**config.mk**
```make
export PLATFORM = sky130hd
export DESIGN_NAME = mic_capture_flat
export DESIGN_NICKNAME = d
export VERILOG_FILES = /design/src/rtl/mic_capture_if.sv /design/src/rtl/mic_capture.sv /design/src/flat_wrapper.sv
export SDC_FILE = /design/constraint.sdc
export NUM_CORES = 1
export LEC_CHECK = 0
export BUFFER_PORTS_ARGS = -buffer_cell sky130_fd_sc_hd__clkbuf_2
export CAP_MARGIN = 10
export CORE_ASPECT_RATIO = 1.4
export CORE_UTILIZATION = 61
export CTS_CLUSTER_DIAMETER = 60
export CTS_CLUSTER_SIZE = 30
export DETAILED_ROUTE_END_ITERATION = 8
export HOLD_SLACK_MARGIN = 0.05
export PLACE_DENSITY = 0.81
export SETUP_SLACK_MARGIN = 0.3
export SLEW_MARGIN = 20
export SYNTH_ARGS = -nofsm -noshare
export SYNTH_HDL_FRONTEND = slang
export SYNTH_SLANG_ARGS = --single-unit
```
**constraint.sdc**
```tcl
create_clock -name CLK -period 4.6 [get_ports CLK]
set_input_delay 0.92 -clock CLK [delete_from_list [all_inputs] [get_ports CLK]]
set_output_delay 0.92 -clock CLK [all_outputs]
set_load 0.01 [all_outputs]
```
**src/rtl/mic_capture_if.sv**
```systemverilog
// Pmod MIC3 pin bundle plus the sample/peak stream presented to downstream consumers.
// master = mic_capture, slave = ADC pins and the consumer side.
interface mic_capture_if;
  logic        J_MIC_MISO;
  logic        J_MIC_SS;
  logic        J_MIC_SCK;
  logic [11:0] sample;
  logic        sample_valid;
  logic [11:0] peak;
  logic        peak_valid;

  modport master (
    input  J_MIC_MISO,
    output J_MIC_SS, J_MIC_SCK, sample, sample_valid, peak, peak_valid
  );

  modport slave (
    output J_MIC_MISO,
    input  J_MIC_SS, J_MIC_SCK, sample, sample_valid, peak, peak_valid
  );
endinterface

```
**src/rtl/mic_capture.sv**
```systemverilog
// SPI capture of ADCS7476 frames at SAMPLE_HZ; sample_valid 1+33*SCLK_DIV cycles after tick; no backpressure.
// Optional windowed peak tracker enabled by defining MIC_PEAK_EN.
module mic_capture #(
  parameter int CLK_HZ      = 100_000_000,
  parameter int SAMPLE_HZ   = 20_000,
  parameter int SCLK_DIV    = 50,
  parameter int PEAK_WINDOW = 2000
) (
  input  logic          CLK,
  input  logic          RESETN,
  mic_capture_if.master mic
);
  localparam int P  = CLK_HZ / SAMPLE_HZ;
  localparam int TW = (P > 1) ? $clog2(P) : 1;
  localparam int HW = (2 * SCLK_DIV > 1) ? $clog2(2 * SCLK_DIV) : 1;

  generate
    if (P <= 33 * SCLK_DIV + 2) begin : g_bad_rate
      $error("mic_capture: sample period too short for one SPI frame");
    end
    if (PEAK_WINDOW < 1) begin : g_bad_window
      $error("mic_capture: PEAK_WINDOW must be at least 1");
    end
  endgenerate

  typedef enum logic [1:0] {IDLE, SETUP, SHIFT, DONE} state_t;

  state_t        r_state, w_state_nxt;
  logic [TW-1:0] r_tick_cnt;
  logic [HW-1:0] r_half_cnt, w_half_nxt;
  logic [3:0]    r_bit_cnt, w_bit_nxt;
  logic [11:0]   r_shift;
  logic          r_ss, r_sck, w_ss_nxt, w_sck_nxt;
  logic [11:0]   r_sample;
  logic          r_sample_valid;
  logic          w_tick, w_cap, w_done;

  assign w_tick = (r_tick_cnt == TW'(P - 1));

  always_ff @(posedge CLK) begin
    if (!RESETN || w_tick) r_tick_cnt <= '0;
    else                   r_tick_cnt <= r_tick_cnt + TW'(1);
  end

  always_comb begin
    w_state_nxt = r_state;
    w_half_nxt  = r_half_cnt;
    w_bit_nxt   = r_bit_cnt;
    w_ss_nxt    = r_ss;
    w_sck_nxt   = r_sck;
    w_cap       = 1'b0;
    w_done      = 1'b0;
    case (r_state)
      IDLE: begin
        w_ss_nxt   = 1'b1;
        w_sck_nxt  = 1'b1;
        w_half_nxt = '0;
        w_bit_nxt  = '0;
        if (w_tick) begin
          w_state_nxt = SETUP;
          w_ss_nxt    = 1'b0;
        end
      end
      SETUP: begin
        if (r_half_cnt == HW'(SCLK_DIV - 1)) begin
          w_state_nxt = SHIFT;
          w_half_nxt  = '0;
          w_sck_nxt   = 1'b0;
        end else begin
          w_half_nxt = r_half_cnt + HW'(1);
        end
      end
      SHIFT: begin
        // Half counter covers one bit: low phase then high phase.
        if (r_half_cnt == HW'(SCLK_DIV - 1)) begin
          w_sck_nxt  = 1'b1;
          w_cap      = 1'b1;
          w_half_nxt = r_half_cnt + HW'(1);
        end else if (r_half_cnt == HW'(2 * SCLK_DIV - 1)) begin
          if (r_bit_cnt == 4'd15) begin
            w_state_nxt = DONE;
            w_ss_nxt    = 1'b1;
            w_done      = 1'b1;
          end else begin
            w_bit_nxt  = r_bit_cnt + 4'd1;
            w_half_nxt = '0;
            w_sck_nxt  = 1'b0;
          end
        end else begin
          w_half_nxt = r_half_cnt + HW'(1);
        end
      end
      DONE:    w_state_nxt = IDLE;
      default: w_state_nxt = IDLE;
    endcase
  end

  always_ff @(posedge CLK) begin
    if (!RESETN) begin
      r_state        <= IDLE;
      r_half_cnt     <= '0;
      r_bit_cnt      <= '0;
      r_shift        <= '0;
      r_ss           <= 1'b1;
      r_sck          <= 1'b1;
      r_sample       <= '0;
      r_sample_valid <= 1'b0;
    end else begin
      r_state        <= w_state_nxt;
      r_half_cnt     <= w_half_nxt;
      r_bit_cnt      <= w_bit_nxt;
      r_ss           <= w_ss_nxt;
      r_sck          <= w_sck_nxt;
      r_sample_valid <= w_done;
      // Only 12 bits are kept: the leading nibble shifts out the top.
      if (w_cap)  r_shift  <= {r_shift[10:0], mic.J_MIC_MISO};
      if (w_done) r_sample <= r_shift;
    end
  end

  assign mic.J_MIC_SS     = r_ss;
  assign mic.J_MIC_SCK    = r_sck;
  assign mic.sample       = r_sample;
  assign mic.sample_valid = r_sample_valid;

`ifdef MIC_PEAK_EN
  localparam int WW = (PEAK_WINDOW > 1) ? $clog2(PEAK_WINDOW) : 1;

  logic [WW-1:0] r_win_cnt;
  logic [11:0]   r_run_max, r_peak, w_max;
  logic          r_peak_valid;

  assign w_max = (r_sample > r_run_max) ? r_sample : r_run_max;

  always_ff @(posedge CLK) begin
    if (!RESETN) begin
      r_win_cnt    <= '0;
      r_run_max    <= '0;
      r_peak       <= '0;
      r_peak_valid <= 1'b0;
    end else begin
      r_peak_valid <= 1'b0;
      if (r_sample_valid) begin
        if (r_win_cnt == WW'(PEAK_WINDOW - 1)) begin
          r_peak       <= w_max;
          r_peak_valid <= 1'b1;
          r_run_max    <= '0;
          r_win_cnt    <= '0;
        end else begin
          r_run_max <= w_max;
          r_win_cnt <= r_win_cnt + WW'(1);
        end
      end
    end
  end

  assign mic.peak       = r_peak;
  assign mic.peak_valid = r_peak_valid;
`else
  assign mic.peak       = 12'd0;
  assign mic.peak_valid = 1'b0;
`endif
endmodule
```
**src/flat_wrapper.sv**
```systemverilog
// flat-port wrapper written by rule: the top's interface ports become plain ports
module mic_capture_flat 
#(
  parameter int CLK_HZ      = 100_000_000,
  parameter int SAMPLE_HZ   = 20_000,
  parameter int SCLK_DIV    = 50,
  parameter int PEAK_WINDOW = 2000
)
  (CLK, RESETN, mic_J_MIC_MISO, mic_J_MIC_SS, mic_J_MIC_SCK, mic_sample, mic_sample_valid, mic_peak, mic_peak_valid);
  mic_capture_if mic_i ();
  input  logic CLK;
  input  logic RESETN;
  input wire logic [$bits(mic_i.J_MIC_MISO)-1:0] mic_J_MIC_MISO;
  output wire logic [$bits(mic_i.J_MIC_SS)-1:0] mic_J_MIC_SS;
  output wire logic [$bits(mic_i.J_MIC_SCK)-1:0] mic_J_MIC_SCK;
  output wire logic [$bits(mic_i.sample)-1:0] mic_sample;
  output wire logic [$bits(mic_i.sample_valid)-1:0] mic_sample_valid;
  output wire logic [$bits(mic_i.peak)-1:0] mic_peak;
  output wire logic [$bits(mic_i.peak_valid)-1:0] mic_peak_valid;
  assign mic_i.J_MIC_MISO = mic_J_MIC_MISO;
  assign mic_J_MIC_SS = mic_i.J_MIC_SS;
  assign mic_J_MIC_SCK = mic_i.J_MIC_SCK;
  assign mic_sample = mic_i.sample;
  assign mic_sample_valid = mic_i.sample_valid;
  assign mic_peak = mic_i.peak;
  assign mic_peak_valid = mic_i.peak_valid;
  mic_capture #(.CLK_HZ(CLK_HZ), .SAMPLE_HZ(SAMPLE_HZ), .SCLK_DIV(SCLK_DIV), .PEAK_WINDOW(PEAK_WINDOW)) u_core (.CLK(CLK), .RESETN(RESETN), .mic(mic_i));
endmodule
```
### Yosys cells after proc, flatten, opt, wreduce, memory -nomap -nowiden

Index checks and enable logic that the tools add are counted.

* register bits: 53
* logic and storage cells: 69
* input bits: 3

* equality and inequality tests: 16
* add/sub/neg operators: 3
* reduce and logical (&&, ||, !) cells: 10
* mux-type cells: 31

Operators by type and width (number)
* $mux W7: 4
* $pmux W7 S3: 1
* $mux W1: 14
* $add A13 B1 Y13 const B: 1
* $eq A13 B13 Y1 const B: 1
* $mux W4: 3
* $reduce_and A4 Y1: 3
* $mux W2: 5
* $ne A2 B1 Y1 const B: 4
* $pmux W2 S4: 1
* $pmux W4 S2: 1
* $add A7 B1 Y7 const B: 1
* $eq A7 B6 Y1 const B: 1
* $eq A7 B7 Y1 const B: 1
* $reduce_and A5 Y1: 1
* $add A4 B1 Y4 const B: 1
* $eq A2 B2 Y1 const B: 2
* $eq A4 B4 Y1 const B: 1
* $ne A2 B2 Y1 const B: 2
* $ne A4 B3 Y1 const B: 1
* $ne A3 B1 Y1 const B: 1
* $ne A3 B2 Y1 const B: 1
* $pmux W1 S3: 1
* $reduce_bool A3 Y1: 1
* other kinds (7): 7

### Longest topological paths before layout

* depth in word-level cells: 5
* mapped depth: 9
* depth with buffers taken out: 7

### Worst setup path before layout

OpenSTA, ideal clock, no wires.

* path kind: register -> register
* from: reg u_core.r_half_cnt[0]
* to: reg u_core.r_shift[1]
* arrival time: 1731 ps
* slack: 2741 ps
* stages on the path, launching flop included: 8
* required time: 4472 ps
* period minus slack after synthesis: 1859 ps
* cell sequence: dfxtp_1 > ha_1 > or4b_4 > or3_1 > buf_6 > buf_8 > mux2i_1 > nor2_1

* longest elaborated chain between the ends: 3

RTL lines
* start: declaration: line mic_capture.sv:30 `logic [HW-1:0] r_half_cnt, w_half_nxt;`
* start signal: assignment: line mic_capture.sv:110 `r_half_cnt <= w_half_nxt;`
* $eq A7 B6 Y1: line mic_capture.sv:75 `if (r_half_cnt == HW'(SCLK_DIV - 1)) begin`
* $mux W1: line mic_capture.sv:75
* $mux W1: line mic_capture.sv:53 `case (r_state)`
* end signal: assignment: line mic_capture.sv:116 `if (w_cap) r_shift <= {r_shift[10:0], mic.J_MIC_MISO};`
* end: declaration: line mic_capture.sv:32 `logic [11:0] r_shift;`

No other way between the ends.
A chain may end at the register's enable or synchronous reset.

### Final worst setup path

* from: reg u_core.r_half_cnt[0]
* to: reg u_core.r_sck (netlist: u_core.mic.J_MIC_SCK)

* longest elaborated chain between the ends: 3

RTL lines
* $eq A7 B7 Y1 or $eq A7 B6 Y1 (tied branches): line mic_capture.sv:79, mic_capture.sv:65, mic_capture.sv:75
* $ne A3 B1 Y1 (no line), or another cell as far along
* $reduce_and A4 Y1 (no line) or $pmux W1 S3 (tied branches)
* end signal: assignment: line mic_capture.sv:113 `r_sck <= w_sck_nxt;`
* end: declaration: line mic_capture.sv:33 `logic r_ss, r_sck, w_ss_nxt, w_sck_nxt;`

Several ways; a longest one is shown, not always the timed one.

==> run metrics <==
Iteration-0 DRC Markers 59; Post-Route WL 4208 µm; area grow syn2layout 7.190%; Die W about 55 µm; syn_area_per_cell 9.158 µm²; NetSw 0.1630 mW; Combinational Power Share 2.1%; CTS tree yes; fmax ~0.47 GHz; I/O Pins 31; hold wc startpoint u_core.r_tick_cnt[0]$_SDFF_PP0_; Power Dens Cells roughly 320 mW/mm²; Cells after Synth 266; Setup TNS 0 ps; via count 1805; critical path's largest stage delay between 600 and 700 ps; Pwr Total ~0.84 mW; unique cell type count in the Yosys netlist 47; largest net degree at the start of global routing 34; depth of the CTS H-tree 2; Setup CP Type flip-flop to flip-flop; filler-free cell count of the finished design around 320; worst-path cell chain ha_1 > or4b_4 > or3_1 > o21ai_0 > a21oi_1 > o21ai_0; Hold WC Path Type flip-flop to flip-flop; Seq/Total Area, Yosys 43.55%; drt pass-1 iters 6; Post-CTS Resized 0; Placed Instances roughly 320; YS warnings 0; period utilization 46.62%; top_reg_cell synth dfxtp_1; status finished, final reports clean; most instantiated cells after synthesis dfxtp_1 (53), nor2_1 (45), mux2i_1 (25); sequential share of power 54.9%; Sw Ratio 19.33%; initial antenna violation count 0; Site Rows 26; cts hold-fix bufs 0; Least-Margin Pin Slew between 700 and 800 ps; Antenna Nets Post-Route 0; fraction of layout cells with a size suffix above 1 11.35%; Pleak 1.072 nW; M1 wire length 1774 µm; clock sink count 53; placed inst area 0.002477 mm²; maximum vdd drop between 0.2 and 0.3 mV; Final #Nets 292; clk slew on worst S/H paths approximately 90 ps; Worst Path Required 4840 ps; Final Util between 60 and 70%; final setup fails 0; Worst Setup Start Kind flip-flop; launch point of the worst reg-to-reg path u_core.r_half_cnt[0]$_SDFFE_PN0P_; most used cell, CP o21ai_0; EDFF count, synth 0; gr usage total 21.16%; Worst Path Max Fanout 13; wire length on met3 146 µm; Final HPWL DP 3015 µm; layout filler cell count ~320; maxcap violations 0; setup ws final 2455 ps; P_int 0.6803 mW; clock root buffer clkbuf_8; Final Instance Area roughly 0.0026 mm²; WL met2 ~2200 µm; DRC viols 0; Setup crit end kind flip-flop; Slew HR 52.56%; CP max stage cell or3_1; Final Slew Violations 0; Clk pwr share 43.0%; crit path from u_core.r_half_cnt[0]$_SDFFE_PN0P_; Synth Cell Area 0.002436 mm²; register bit total from synthesis 53; Ant. Diodes 0; Min Clock Period, post-route ~2100 ps; GRT overflow 0; WL per Instance 12.99 µm; Fin. Hold Viols 0; Core Region 0.003741 mm²; Die H 76.78 µm; critical path arrival 2380 ps; hold_ws 466.1 ps; maximum buffer depth of the clock tree 2; Clock Latency Late Sink around 300 ps; RSZ-0062 raised after global routing false; Die ar. 0.004254 mm²; cell with the most instances after synthesis dfxtp_1; top cell type's share of synthesized area 43.55%; top cells by area, synth dfxtp_1 (44%), mux2i_1 (10%), nor2_1 (6.9%); vias in the first global route between 1500 and 2000; number of CTS-inserted buffers 5; initial core utilization ~65%; Buffers on Ports 17; Worst Clk Skew between 10 and 15 ps; Synth async-reset ratio 0%; Placer Congestion 0.8346; postcts setup bufs 0; DR vias/cell 5.571; Top Metal Used met4; largest area contributor in the netlist dfxtp_1; Placement Setup Slack between 2000 and 3000 ps; global-route wire length before repair 7307 µm
[critical path: cells and delay by family, from the launching register on]
family	cells	cell delay, ps
adders and majority gates	1	160
DFF	1	400
AOI/OAI and AO/OA	3	420
and+or+nand+nor	2	1100
[cell type report]
| type | count | area, µm² | share of cell area, % |
|---|---|---|---|
| clock inverters | 3 | 65.06 | 2.492 |
| well taps | 42 | 52.55 | 2.012 |
| inverters | 6 | 22.52 | 0.8625 |
| clock buffers | 5 | 68.82 | 2.635 |
| multi-input cells | 196 | 1241 | 47.53 |
| repair buffers | 19 | 100.1 | 3.833 |
| flip-flops and latches | 53 | 1061 | 40.63 |
[cells by family after synthesis]
group | count (synthesis) | share of synthesized area, %
buffers and inverters | 29 | 7.344
multiplexers | 25 | 10.27
XOR/XNOR | 13 | 4.674
AND/OR/NAND/NOR | 113 | 23.22
flip-flops | 53 | 43.55
other | 1 | 0.1539
adder cells (fa/ha/maj) | 8 | 4.109
AO/OA/AOI/OAI | 24 | 6.677
[registers in the layout, summed over array words and instances (netlist names), 2 cells and up]
name	flops
u_core.mic.sample	12
u_core.r_bit_cnt	4
u_core.r_half_cnt	7
u_core.r_shift	12
u_core.r_state	2
u_core.r_tick_cnt	13
[routing by layer]
layer  vias up  track usage [%]
met2        29            37.83
met1       850            24.06
met4         0            8.500
met3         6            4.553
li1        920                -
met5         -                0
[power by group through the flow]
| stage | logic, mW | clock network [mW] | registers (mW) |
|---|---|---|---|
| floorplan | 0.0223 | 0 | 0.473 |
| global placement | 0.0178 | 0 | 0.473 |
| detailed placement | 0.0179 | 0 | 0.474 |
| CTS | 0.0180 | 0.372 | 0.463 |
| global route | 0.0203 | 0.389 | 0.463 |
| finish | 0.0181 | 0.362 | 0.463 |
[worst paths after layout]
| check | cells past startpoint | end | slack [ps] |
|---|---|---|---|
| worst min register to register | 1 | u_core.r_tick_cnt[0]$_SDFF_PP0_ | 470 |
| worst min-delay path | 1 | u_core.r_tick_cnt[0]$_SDFF_PP0_ | 470 |
| worst max-delay path | 6 | u_core.mic.J_MIC_SCK$_SDFFE_PN1P_ | 2460 |
| worst max register to register | 6 | u_core.mic.J_MIC_SCK$_SDFFE_PN1P_ | 2460 |
[cell usage in the layout (no fill, tap or decap), types with 7 or more instances in the layout]
cell type,n
clkbuf_2,17
nor2_1,45
nand4_1,7
dfxtp_1,53
nand2_1,16
mux2i_1,25
xor2_1,8
conb_1,13
ha_1,8
nand3_1,13
Power figures use the tool's default switching activity.
